File: config.mk
export PLATFORM = sky130hd
export DESIGN_NAME = vga_rx_decoder
export DESIGN_NICKNAME = d
export VERILOG_FILES = /design/src/rtl/vga_rx_decoder.sv
export SDC_FILE = /design/constraint.sdc
export NUM_CORES = 1
export LEC_CHECK = 0
export BUFFER_PORTS_ARGS = -buffer_cell sky130_fd_sc_hd__buf_2
export CAP_MARGIN = 20
export CORE_ASPECT_RATIO = 0.8
export CORE_MARGIN = 2
export CORE_UTILIZATION = 50
export CTS_BUF_LIST = sky130_fd_sc_hd__clkbuf_8
export DETAILED_ROUTE_END_ITERATION = 8
export GPL_ROUTABILITY_DRIVEN = 0
export MAX_ROUTING_LAYER = met4
export PLACE_DENSITY = 0.72
export SYNTH_ARGS = -nofsm -noshare
export SYNTH_HDL_FRONTEND = slang
export SYNTH_SLANG_ARGS = --single-unit
export TNS_END_PERCENT = 30
File: constraint.sdc
create_clock -name clk -period 5.2 [get_ports clk]
set_input_delay 0.78 -clock clk [delete_from_list [all_inputs] [get_ports clk]]
set_output_delay 0.78 -clock clk [all_outputs]
set_load 0.02 [all_outputs]
File: src/rtl/vga_rx_decoder.sv
// VGA receiver: samples sync and colour on the pixel clock, recovers raster
// position from sync edges and emits decoded pixels plus timing-error pulses.
module vga_rx_decoder #(
  parameter int COLOR_BITS      = 4,
  parameter int H_VISIBLE       = 640,
  parameter int H_FRONT         = 16,
  parameter int H_SYNC          = 96,
  parameter int H_BACK          = 48,
  parameter int V_VISIBLE       = 480,
  parameter int V_FRONT         = 10,
  parameter int V_SYNC          = 2,
  parameter int V_BACK          = 33,
  parameter int SYNC_ACTIVE_LOW = 1,
  localparam int H_WHOLE =
    H_VISIBLE + H_FRONT + H_SYNC + H_BACK,
  localparam int V_WHOLE =
    V_VISIBLE + V_FRONT + V_SYNC + V_BACK,
  localparam int H_SYNC_START = H_VISIBLE + H_FRONT,
  localparam int V_SYNC_START = V_VISIBLE + V_FRONT,
  localparam int H_BITS = $clog2(H_WHOLE),
  localparam int V_BITS = $clog2(V_WHOLE)
) (
  input  logic                  clk,
  input  logic                  reset_n,
  input  logic [COLOR_BITS-1:0] vga_red,
  input  logic [COLOR_BITS-1:0] vga_grn,
  input  logic [COLOR_BITS-1:0] vga_blu,
  input  logic                  vga_hsync,
  input  logic                  vga_vsync,
  output logic                  pixel_valid,
  output logic [H_BITS-1:0]     pixel_x,
  output logic [V_BITS-1:0]     pixel_y,
  output logic [COLOR_BITS-1:0] pixel_red,
  output logic [COLOR_BITS-1:0] pixel_grn,
  output logic [COLOR_BITS-1:0] pixel_blu,
  output logic                  line_start,
  output logic                  frame_start,
  output logic                  locked,
  output logic                  h_err,
  output logic                  v_err,
  output logic [15:0]           frame_count,
  output logic [7:0]            err_count
);

  localparam logic POL = (SYNC_ACTIVE_LOW != 0);

  localparam logic [H_BITS-1:0] H_LAST =
    H_BITS'(H_WHOLE - 1);
  localparam logic [H_BITS-1:0] H_SS =
    H_BITS'(H_SYNC_START);
  localparam logic [H_BITS-1:0] H_VIS =
    H_BITS'(H_VISIBLE);
  localparam logic [H_BITS-1:0] H_ONE =
    H_BITS'(1);

  localparam logic [V_BITS-1:0] V_LAST =
    V_BITS'(V_WHOLE - 1);
  localparam logic [V_BITS-1:0] V_SS =
    V_BITS'(V_SYNC_START);
  localparam logic [V_BITS-1:0] V_VIS =
    V_BITS'(V_VISIBLE);
  localparam logic [V_BITS-1:0] V_ONE =
    V_BITS'(1);

  typedef enum logic [1:0] {
    SEARCH,
    H_LOCK,
    LOCKED
  } state_t;

  state_t state;
  state_t state_n;

  logic [COLOR_BITS-1:0] s_red;
  logic [COLOR_BITS-1:0] s_grn;
  logic [COLOR_BITS-1:0] s_blu;
  logic                  s_hsync;
  logic                  s_vsync;
  logic                  p_hsync;
  logic                  p_vsync;

  logic [H_BITS-1:0] h;
  logic [H_BITS-1:0] h_next;
  logic [H_BITS-1:0] h_cur;
  logic [V_BITS-1:0] v;
  logic [V_BITS-1:0] v_pred;
  logic [V_BITS-1:0] v_cur;

  logic       h_act;
  logic       v_act;
  logic       h_pact;
  logic       v_pact;
  logic       h_edge;
  logic       v_edge;
  logic       h_wrap;
  logic       h_bad;
  logic       v_bad;
  logic       vis;
  logic       at_x0;
  logic       at_y0;
  logic [1:0] err_inc;
  logic [8:0] err_sum;

  assign h_act  = s_hsync ^ POL;
  assign v_act  = s_vsync ^ POL;
  assign h_pact = p_hsync ^ POL;
  assign v_pact = p_vsync ^ POL;
  assign h_edge = h_act && !h_pact;
  assign v_edge = v_act && !v_pact;

  // h/v hold the position of the previous sample;
  // *_next and *_pred are where this sample should land.
  assign h_wrap = (h == H_LAST);
  assign h_next = h_wrap ? '0 : h + H_ONE;

  always_comb begin
    v_pred = v;
    if (h_wrap) begin
      v_pred = (v == V_LAST) ? '0 : v + V_ONE;
    end
  end

  assign h_bad = h_edge
              && (state != SEARCH)
              && (h_next != H_SS);
  assign v_bad = v_edge
              && (state == LOCKED)
              && (v_pred != V_SS);

  assign h_cur = h_edge ? H_SS : h_next;
  assign v_cur = v_edge ? V_SS : v_pred;

  always_comb begin
    state_n = state;
    unique case (1'b1)
      h_bad || v_bad:
        state_n = H_LOCK;
      (state == SEARCH) && h_edge:
        state_n = H_LOCK;
      (state == H_LOCK) && v_edge && !h_bad:
        state_n = LOCKED;
      default: ;
    endcase
  end

  // An erroring sample always leaves state_n at H_LOCK,
  // so it can never be flagged as a visible pixel.
  assign vis = (state_n == LOCKED)
            && (h_cur < H_VIS)
            && (v_cur < V_VIS);

  assign at_x0 = (h_cur == '0);
  assign at_y0 = (v_cur == '0);

  assign err_inc = {1'b0, h_bad} + {1'b0, v_bad};
  assign err_sum = {1'b0, err_count} + {7'b0, err_inc};

  always_ff @(posedge clk) begin
    if (!reset_n) begin
      s_red       <= '0;
      s_grn       <= '0;
      s_blu       <= '0;
      s_hsync     <= 1'b0;
      s_vsync     <= 1'b0;
      p_hsync     <= 1'b0;
      p_vsync     <= 1'b0;
      h           <= '0;
      v           <= '0;
      state       <= SEARCH;
      pixel_valid <= 1'b0;
      pixel_x     <= '0;
      pixel_y     <= '0;
      pixel_red   <= '0;
      pixel_grn   <= '0;
      pixel_blu   <= '0;
      line_start  <= 1'b0;
      frame_start <= 1'b0;
      locked      <= 1'b0;
      h_err       <= 1'b0;
      v_err       <= 1'b0;
      frame_count <= '0;
      err_count   <= '0;
    end else begin
      s_red   <= vga_red;
      s_grn   <= vga_grn;
      s_blu   <= vga_blu;
      s_hsync <= vga_hsync;
      s_vsync <= vga_vsync;
      p_hsync <= s_hsync;
      p_vsync <= s_vsync;

      h     <= h_cur;
      v     <= v_cur;
      state <= state_n;

      locked      <= (state_n == LOCKED);
      pixel_valid <= vis;
      line_start  <= vis && at_x0;
      frame_start <= vis && at_x0 && at_y0;
      h_err       <= h_bad;
      v_err       <= v_bad;

      if (vis) begin
        pixel_x   <= h_cur;
        pixel_y   <= v_cur;
        pixel_red <= s_red;
        pixel_grn <= s_grn;
        pixel_blu <= s_blu;
      end

      if (vis && at_x0 && at_y0) begin
        frame_count <= frame_count + 16'd1;
      end

      if (h_bad || v_bad) begin
        err_count <= err_sum[8] ? 8'hFF
                                : err_sum[7:0];
      end
    end
  end

endmodule
Word-level counts from Yosys, hierarchy flattened
Index checks and enable logic that the tools add are counted.
{"block": "classes", "n_bitwise": 2, "muxes": 7, "reduce_logical": 20, "n_eq_ne": 7, "add_sub_neg": 5, "n_lt_le_gt_ge": 2}
{"operator": "two-way mux 10 bit", "count": 5}
{"operator": "adder 10 x 1 -> 10 bit, second input constant", "count": 2}
{"operator": "== test 10 bit, second input constant", "count": 2}
{"operator": "zero test 10 bit", "count": 2}
{"operator": "adder 16 x 1 -> 16 bit, second input constant", "count": 1}
{"operator": "logical AND 1 bit", "count": 13}
{"operator": "< comparator 10 bit, second input constant", "count": 1}
{"operator": "< comparator 10 x 9 -> 1 bit, second input constant", "count": 1}
{"operator": "!= test 10 bit, second input constant", "count": 1}
{"operator": "!= test 10 x 9 -> 1 bit, second input constant", "count": 1}
{"operator": "adder 8 x 2 -> 9 bit", "count": 1}
{"operator": "two-way mux 8 bit", "count": 1}
{"operator": "== test 2 bit, second input constant", "count": 2}
{"operator": "case mux 2 bit (2 select lines)", "count": 1}
{"operator": "adder 1 x 1 -> 2 bit", "count": 1}
{"operator": "== test 2 x 1 -> 1 bit, second input constant", "count": 1}
{"operator": "zero test 2 bit", "count": 1}
{"operator": "NOT 1 bit", "count": 2}
{"operator": "nonzero test 2 bit", "count": 1}
{"operator": "OR reduction 2 bit", "count": 1}
{"operator": "zero test 1 bit", "count": 1}
{"operator": "logical OR 1 bit", "count": 1}
{"block": "word_totals", "wordCells": 66, "ff_bits": 100, "inputBits": 16}

Depth between registers and ports, before layout
Gate-level depths: netlist of the first run.
{"block": "depth", "word_depth": 13, "ltp_mapped": 18}

Worst setup path after synthesis of the first run
Ideal clock, no wire load.
{"block": "synth_timing", "path_kind": "reg2reg", "from": "register h[0]", "to": "register err_count[5]", "path_slack_ns": 1.502, "synth_period_minus_slack_ns": 3.698, "stages_incl_launch_ff": 19, "n_path_buf": 2, "arrival_time_ns": 3.607, "path_cell_list": "dfxtp_1 -> ha_1 -> nand4_1 -> or3_1 -> buf_2 -> clkbuf_1 -> mux2i_1 -> a221o_1 -> o31ai_1 -> or2_2 -> fa_1 -> inv_1 -> ha_1 -> nand2_1 -> nor2_1 -> nand3_1 -> nand2_1 -> a21oi_1 -> a311oi_1"}
{"block": "synth_via", "elab_chain_cells": 7}
{"item": "from (decl)", "line_no": "82", "text": "logic [H_BITS-1:0] h;"}
{"item": "from (signal assigned)", "line_no": "192", "text": "h <= h_cur;"}
{"item": "adder 10 x 1 -> 10 bit / == test 10 bit (equally long branches)", "line_no": "114, 113"}
{"item": "two-way mux 10 bit, on equally long branches", "line_no": "114, 118"}
{"item": "!= test 10 bit / != test 10 x 9 -> 1 bit (equally long branches)", "line_no": "125, 128"}
{"item": "logical AND 1 bit, on equally long branches", "line_no": "125, 128"}
{"item": "adder 1 x 1 -> 2 bit", "line_no": "155", "text": "assign err_inc = {1'b0, h_bad} + {1'b0, v_bad};"}
{"item": "adder 8 x 2 -> 9 bit", "line_no": "156", "text": "assign err_sum = {1'b0, err_count} + {7'b0, err_inc};"}
{"item": "two-way mux 8 bit", "line_no": "216", "text": "err_count <= err_sum[8] ? 8'hFF"}
{"item": "to (signal assigned)", "line_no": "216"}
{"item": "to (decl)", "line_no": "42", "text": "output logic [7:0] err_count"}
Parallel ways exist; a longest one is shown, timed or not.
A chain may end at the register's enable or synchronous reset.

Worst setup path in the final report of the first run
Ends and elaborated chain as after synthesis.

==> out/results.ini, run 1 <==
[grt]
antenna_found_initial = 0
overflow = 0
grt_usage_pct = 23.81
grt_pass1_wl_mm = 17.71
grt_pass1_vias = 3819
grt_max_degree = 53

[synthesis]
post_synth.cell_area_avg_um2 = 8.469
ys_warn_count = 0
synthArstFlopShare_pct = 0
seq_area_frac_synth_pct = 44.52
yosysMostFrequentCell = dfxtp_1
synth-seq-cells = 100
ys.flop_type = dfxtp_1
synth_top_area_cell = dfxtp_1
netlist_area_um2 = 4497
synth_edf_count = 0
yosys-top-cells-area = dfxtp_1 (45%), nand2_1 (4.6%), a21oi_1 (4.2%), nor2_1 (3.5%), and2_1 (3.1%)
synth.distinct_cells = 57
yosys.area.top_type_share_pct = 44.52
synth_nets = 553
synthTopCellsByCount = dfxtp_1 (100), nand2_1 (55), nor2_1 (42)
syn_inst = 531

[sta]
worstMarginPinSlew_ns = 0.9155
slew_viol_final = 0
rsz0062_at_grt = no
layout_worst_path_cycle_share_pct = 83.80
fin_tns_setup_ns = 0
hold_viol_final = 0
fin_ws_ns = 0.8423
fin_worst_skew_ns = 0.01376
setup_viol = 0
fin_crit_ns = 4.358
timing.fmax_ghz = 0.2295
relSlewSlack_pct = 38.88

[final_layout]
layout.nets = 612
syn_to_final_growth_pct = 14.36
fin_cells = 707
fillCellCount = 761
num_antenna_cells = 0
drive_gt1_share_pct = 19.16
design_area_um2 = 5142

[power_and_ir_drop]
p_leak_nw = 2.103
ir_drop_mv = 0.2191
power_w = 0.001395
cellPowerDensity_nw_per_um2 = 271.4

[critical_path]
cp.arrival_ns = 4.64
end_kind = flip-flop
path_class = flip-flop to flip-flop
r2r_cells = 17
crit_fanout = 12
r2r_start = h[0]
rr_endpoint = err_count[5]
reg2reg_slack_ns = 0.84
worst-endpoint-required_ns = 5.49
cp-startpoint = h[0]
start_kind = flip-flop
crit_end = err_count[5]

[cts]
cts_buffer_depth = 2
worstSkewPairLatency_ns = 0.38
root_buffer = clkbuf_8
cts.repair.resized = 0
cts_buffers = 9
htree_num_levels = 3
clock_sinks = 100
cts_tree = done
cts.reportedPaths.clkPinSlew_ns = 0.10
ctsHoldBuffers = 0
cts_setup_buffers = 0

[status]
status = complete, no violations

[routing]
wl_per_cell_um = 15.17
drtAntennaViolNets = 0
via_count = 4106
drc = 0
vias_per_cell = 5.808
drtPass1Iterations = 5
drt_iter0_drc = 261
drt-total-wl_mm = 10.72

[die]
die_x_um = 110.0
io_pins = 78
dieHeight_um = 88.82
initial_core_util_pct = 52.31
rows = 30
coreArea_um2 = 8596
dieArea_um2 = 9773

[run]
cap_violations = 0

[placed_design]
placed_cells = 690
place_area_um2 = 4918
dp_hpwl_mm = 7.380
place_ws_ns = 0.9059
portBuffers = 77

[hold_path]
hold_path_class = flip-flop to flip-flop

-- layout make-up --
| class | count | area (um2) | area share, % |
|---|---|---|---|
| clock buffer | 10 | 137.6 | 2.676 |
| clock inverter | 6 | 71.32 | 1.387 |
| inverter | 18 | 67.56 | 1.314 |
| multi-input combinational | 379 | 2293 | 44.60 |
| sequential | 100 | 2002 | 38.93 |
| tap | 112 | 140.1 | 2.725 |
| timing repair buffer | 82 | 430.4 | 8.370 |
-- cell families after synthesis --
| logic type | count (synthesis) | synth area share [%] |
|---|---|---|
| simple gates | 246 | 29.10 |
| compound gates | 108 | 16.03 |
| flops | 100 | 44.52 |
| buf+inv | 52 | 4.591 |
| xor+xnor | 13 | 2.532 |
| mux | 6 | 1.391 |
| fa+ha+maj | 6 | 1.836 |
-- power by group --
| part | leakage (nW) | switching, W | internal [W] |
|---|---|---|---|
| clock | 0.105 | 0.000283 | 0.000241 |
| sequential | 0.812 | 0.0000139 | 0.000780 |
| combinational | 1.19 | 0.0000474 | 0.0000308 |
| total | 2.10 | 0.000344 | 0.00105 |
-- layer usage --
| metal | wire (um) | vias to the layer above | global-route usage, % |
|---|---|---|---|
| li1 | - | 2018 | - |
| met1 | 5015 | 1907 | 30.57 |
| met2 | 4742 | 154 | 34.91 |
| met3 | 738 | 27 | 7.437 |
| met4 | 227 | 0 | 9.321 |
| met5 | 0 | - | - |
-- how the worst min path moves through the flow --
stage / from / endpoint / cells after the start
6_report: s_blu[0] / pixel_blu[0] / 2
2_1_floorplan: s_blu[3] / pixel_blu[3] / 2
3_5_place_dp: s_blu[1] / pixel_blu[1] / 2
4_1_cts: s_red[2] / pixel_red[2] / 2
3_3_place_gp: s_grn[3] / pixel_grn[3] / 2
5_1_grt: s_blu[0] / pixel_blu[0] / 2
-- state kept, by name (all words and copies together) (netlist names), 2 cells and up --
register / cells
s_blu: 4
pixel_x: 10
err_count: 8
pixel_red: 4
pixel_y: 10
state: 2
pixel_grn: 4
s_red: 4
v: 10
pixel_blu: 4
h: 10
frame_count: 16
s_grn: 4
-- critical path: stages (launching register included) --
cell	delay, ns
dfxtp_1	0.40
ha_1	0.27
nand4_1	0.22
nor3_2	0.56
buf_4	0.29
a21oi_1	0.07
o21ai_0	0.28
o31ai_1	0.18
or2_2	0.36
fa_1	0.42
inv_1	0.08
ha_1	0.20
nand2_1	0.12
nor2_1	0.14
nand3_1	0.24
nand2_1	0.12
a21oi_1	0.07
a311oi_1	0.23
-- per-stage QoR --
step | utilization [%] | hold slack [ns]
finish | 59.83 | 0.4271
global route | 59.83 | 0.4581
CTS | 59.65 | 0.4407
detailed placement | 57.22 | 0.4235
global placement | 57.22 | 0.4200
floorplan | - | 0.4174
-- cells in the final DEF (no fill, tap or decap), drive strengths merged, types with 8 or more instances in the layout --
cell type,n
inv,20
and2,22
nor3,17
buf,82
or3,9
nand4,12
nand2,55
xnor2,11
a21o,10
dfxtp,100
nand3,26
nor4,8
a21oi,38
nand2b,8
clkbuf,10
and3,15
o21ai,11
nor2,42
No activity file was read; power rests on OpenSTA's default activity.
==> inputs of run 2 (changes only) <==
--- a/config.mk
+++ b/config.mk
@@ -14,7 +14,7 @@
 export DETAILED_ROUTE_END_ITERATION = 8
 export GPL_ROUTABILITY_DRIVEN = 0
 export MAX_ROUTING_LAYER = met4
-export PLACE_DENSITY = 0.72
+export PLACE_DENSITY = 0.75
 export SYNTH_ARGS = -nofsm -noshare
 export SYNTH_HDL_FRONTEND = slang
 export SYNTH_SLANG_ARGS = --single-unit
==> constraint.sdc (replaced) <==
create_clock -name clk -period 3.8 [get_ports clk]
set_input_delay 0.57 -clock clk [delete_from_list [all_inputs] [get_ports clk]]
set_output_delay 0.57 -clock clk [all_outputs]
set_load 0.02 [all_outputs]
==> run 2 against run 1 <==
- wire length up 1.9%
- combinational power up 49%
- via count up 1.8%
- first-iteration DRC count up 0.77%
- cell count up 2.3%
- critical path depth down 2
- global-route usage about the same
- clock power up 39%
- count of clock-buffer cells in the layout down 1
- final area up 3.7%
- setup slack worse by 0.68 ns
- utilization up 2.2 points
- critical endpoint is now err_count[2]
- largest power group unchanged
==> out/results.ini, run 2 (synthesis gave the netlist of run 1 again) <==
[status]
status = complete, no violations  ; unchanged

[sta]
fin_worst_skew_ns = 0.01045  ; was 0.01376 ns
hold_viol_final = 0  ; unchanged
worstMarginPinSlew_ns = 0.9131  ; was 0.9155 ns
relSlewSlack_pct = 39.04  ; was 38.88%
layout_worst_path_cycle_share_pct = 95.70  ; was 83.80%
fin_crit_ns = 3.637  ; was 4.358 ns
setup_viol = 0  ; unchanged
slew_viol_final = 0  ; unchanged
timing.fmax_ghz = 0.2750  ; was 0.2295 GHz

[routing]
drt_iter0_drc = 263  ; was 261
drc = 0  ; unchanged
drtPass1Iterations = 5  ; unchanged
wl_per_cell_um = 15.12  ; was 15.17 um
vias_per_cell = 5.780  ; was 5.808
via_count = 4179  ; was 4106
drt-total-wl_mm = 10.93  ; was 10.72 mm
drtAntennaViolNets = 0  ; unchanged

[cts]
cts_buffer_depth = 2  ; unchanged
cts_tree = done  ; unchanged
htree_num_levels = 3  ; unchanged
cts_buffers = 9  ; unchanged
root_buffer = clkbuf_8  ; unchanged
clock_sinks = 100  ; unchanged
cts.reportedPaths.clkPinSlew_ns = 0.10  ; about the same
ctsHoldBuffers = 0  ; unchanged
worstSkewPairLatency_ns = 0.38  ; about the same

[final_layout]
fillCellCount = 730  ; was 761
regArea_um2 = 2008  ; was 2002 um2
drive_gt1_share_pct = 23.08  ; was 19.16%
syn_to_final_growth_pct = 18.56  ; was 14.36%
layout.nets = 628  ; was 612
multi_input_area_um2 = 2341  ; was 2293 um2
final_cell_mix = dfxtp_1 (97), buf_2 (77), nand2_1 (55)  ; was dfxtp_1 (100), buf_2 (77), nand2_1 (55)
num_antenna_cells = 0  ; unchanged
regMostFlops = frame_count  ; unchanged
final_common_cell = dfxtp_1  ; unchanged
design_area_um2 = 5331  ; was 5142 um2
largest_reg_flops = 16  ; unchanged

[power_and_ir_drop]
p_leak_nw = 2.185  ; was 2.103 nW
ir_drop_mv = 0.4991  ; was 0.2191 mV
power_w = 0.001929  ; was 0.001395 W
cellPowerDensity_nw_per_um2 = 361.8  ; was 271.4 nW/um2

[grt]
overflow = 0  ; unchanged
grt_pass1_wl_mm = 17.80  ; was 17.71 mm
grt_pass1_vias = 3881  ; was 3819
antenna_found_initial = 0  ; unchanged
grt_max_degree = 53  ; unchanged
grt_usage_pct = 23.85  ; was 23.81%

[critical_path]
start_kind = flip-flop  ; unchanged
path_common_cell = or3_4
cp.arrival_ns = 3.87  ; was 4.64 ns
end_kind = flip-flop  ; unchanged
path_class = flip-flop to flip-flop  ; unchanged
path_cells = or3_4 -> or3_4 -> mux2i_2 -> a221o_1 -> o31ai_1 -> or2_2 -> fa_1 -> inv_1 -> ha_1 -> nand2_1 -> nor2_2 -> nand3_2 -> buf_4 -> and3b_1 -> nor3_1  ; was ha_1 -> nand4_1 -> nor3_2 -> buf_4 -> a21oi_1 -> o21ai_0 -> o31ai_1 -> or2_2 -> fa_1 -> inv_1 -> ha_1 -> nand2_1 -> nor2_1 -> nand3_1 -> nand2_1 -> a21oi_1 -> a311oi_1
worst-endpoint-required_ns = 4.03  ; was 5.49 ns
crit_fanout = 6  ; was 12
crit_slowest_cell = o31ai_1  ; was nor3_2
cpPeakStageDelay_ns = 0.43  ; was 0.56 ns

[die]
dieHeight_um = 88.82  ; unchanged
rows = 30  ; unchanged
initial_core_util_pct = 52.31  ; unchanged
io_pins = 78  ; unchanged
dieArea_um2 = 9773  ; unchanged
die_x_um = 110.0  ; unchanged
coreArea_um2 = 8596  ; unchanged

[placed_design]
dp_hpwl_mm = 7.513  ; was 7.380 mm
place_area_um2 = 5006  ; was 4918 um2
portBuffers = 77  ; unchanged

[hold_path]
hold_path_class = primary input to flip-flop  ; was flip-flop to flip-flop

[run]
cap_violations = 0  ; unchanged

==> run 2: cell count changes in the layout (fill, tap and decap cells not counted), moves of 2 or more <==
cell,before,now
dfxtp_2,0,2
o21ai_1,0,2
buf_4,4,20
o21ai_0,11,9
ha_1,5,3
dfxtp_1,100,97
==> run 2: worst paths after layout <==
kind | slack, ns | depth (start not counted) | endpoint | from
worst min register to register | 0.44 | 2 | pixel_red[2] | s_red[2]
worst max register to register | 0.16 | 15 | err_count[2] | h[6]
worst max-delay path | 0.16 | 15 | err_count[2] | h[6]
worst min-delay path | 0.38 | 2 | s_red[0] | vga_red[0]
==> run 2: cell type report <==
class                           instances  area share (%)
Tap cell                              112           2.628
Inverter                               18           1.267
Multi-Input combinational cell        379           43.91
Clock buffer                            9           2.323
Clock inverter                          7           1.784
Sequential cell                       100           37.67
Timing Repair Buffer                   98           10.42
==> run 2: report_power, final <==
part,internal (W),switching (W),total (W)
clock,0.000323,0.000401,0.000725
combinational,0.0000481,0.0000684,0.000117
sequential,0.00107,0.0000205,0.00109
==> run 2: metal layers <==
| metal | vias up | part of all wire (%) | GRT usage [%] | wire (um) |
|---|---|---|---|---|
| met5 | - | 0 | - | 0 |
| met4 | 0 | 2.0 | 8.746 | 224 |
| met3 | 26 | 7.6 | 7.364 | 831 |
| met2 | 157 | 46 | 37.09 | 5016 |
| met1 | 1958 | 44 | 29.22 | 4858 |
| li1 | 2038 | - | - | - |
==> run 2: metrics by stage <==
step / util, % / std cells / hold slack [ns] / worst slack [ns] / setup TNS (ns)
6_report: 62.02 / 723 / 0.3795 / 0.1635 / 0
5_1_grt: 62.02 / 723 / 0.3624 / -0.02109 / -0.04395
4_1_cts: 61.14 / 717 / 0.3642 / 0.00009059 / 0
3_5_place_dp: 58.24 / 700 / 0.4247 / -0.1089 / -0.1428
3_3_place_gp: 58.24 / 700 / 0.4192 / 0.1155 / 0
2_1_floorplan: - / 531 / 0.4174 / 0.1021 / 0
==> run 2: worst max-delay path: cells and delay by family, from the launching register on <==
kind / cells / cell delay, ns
and+or+nand+nor: 8 / 1.56
buffers and inverters: 2 / 0.18
DFF: 1 / 0.37
AOI/OAI and AO/OA: 2 / 0.80
muxes: 1 / 0.17
adders and majority gates: 2 / 0.42
==> run 2: what timing repair did <==
item,CTS,global route
buffers inserted,1,6
pin swaps,2,2
resized for setup,5,11
setup endpoints to repair,4,25
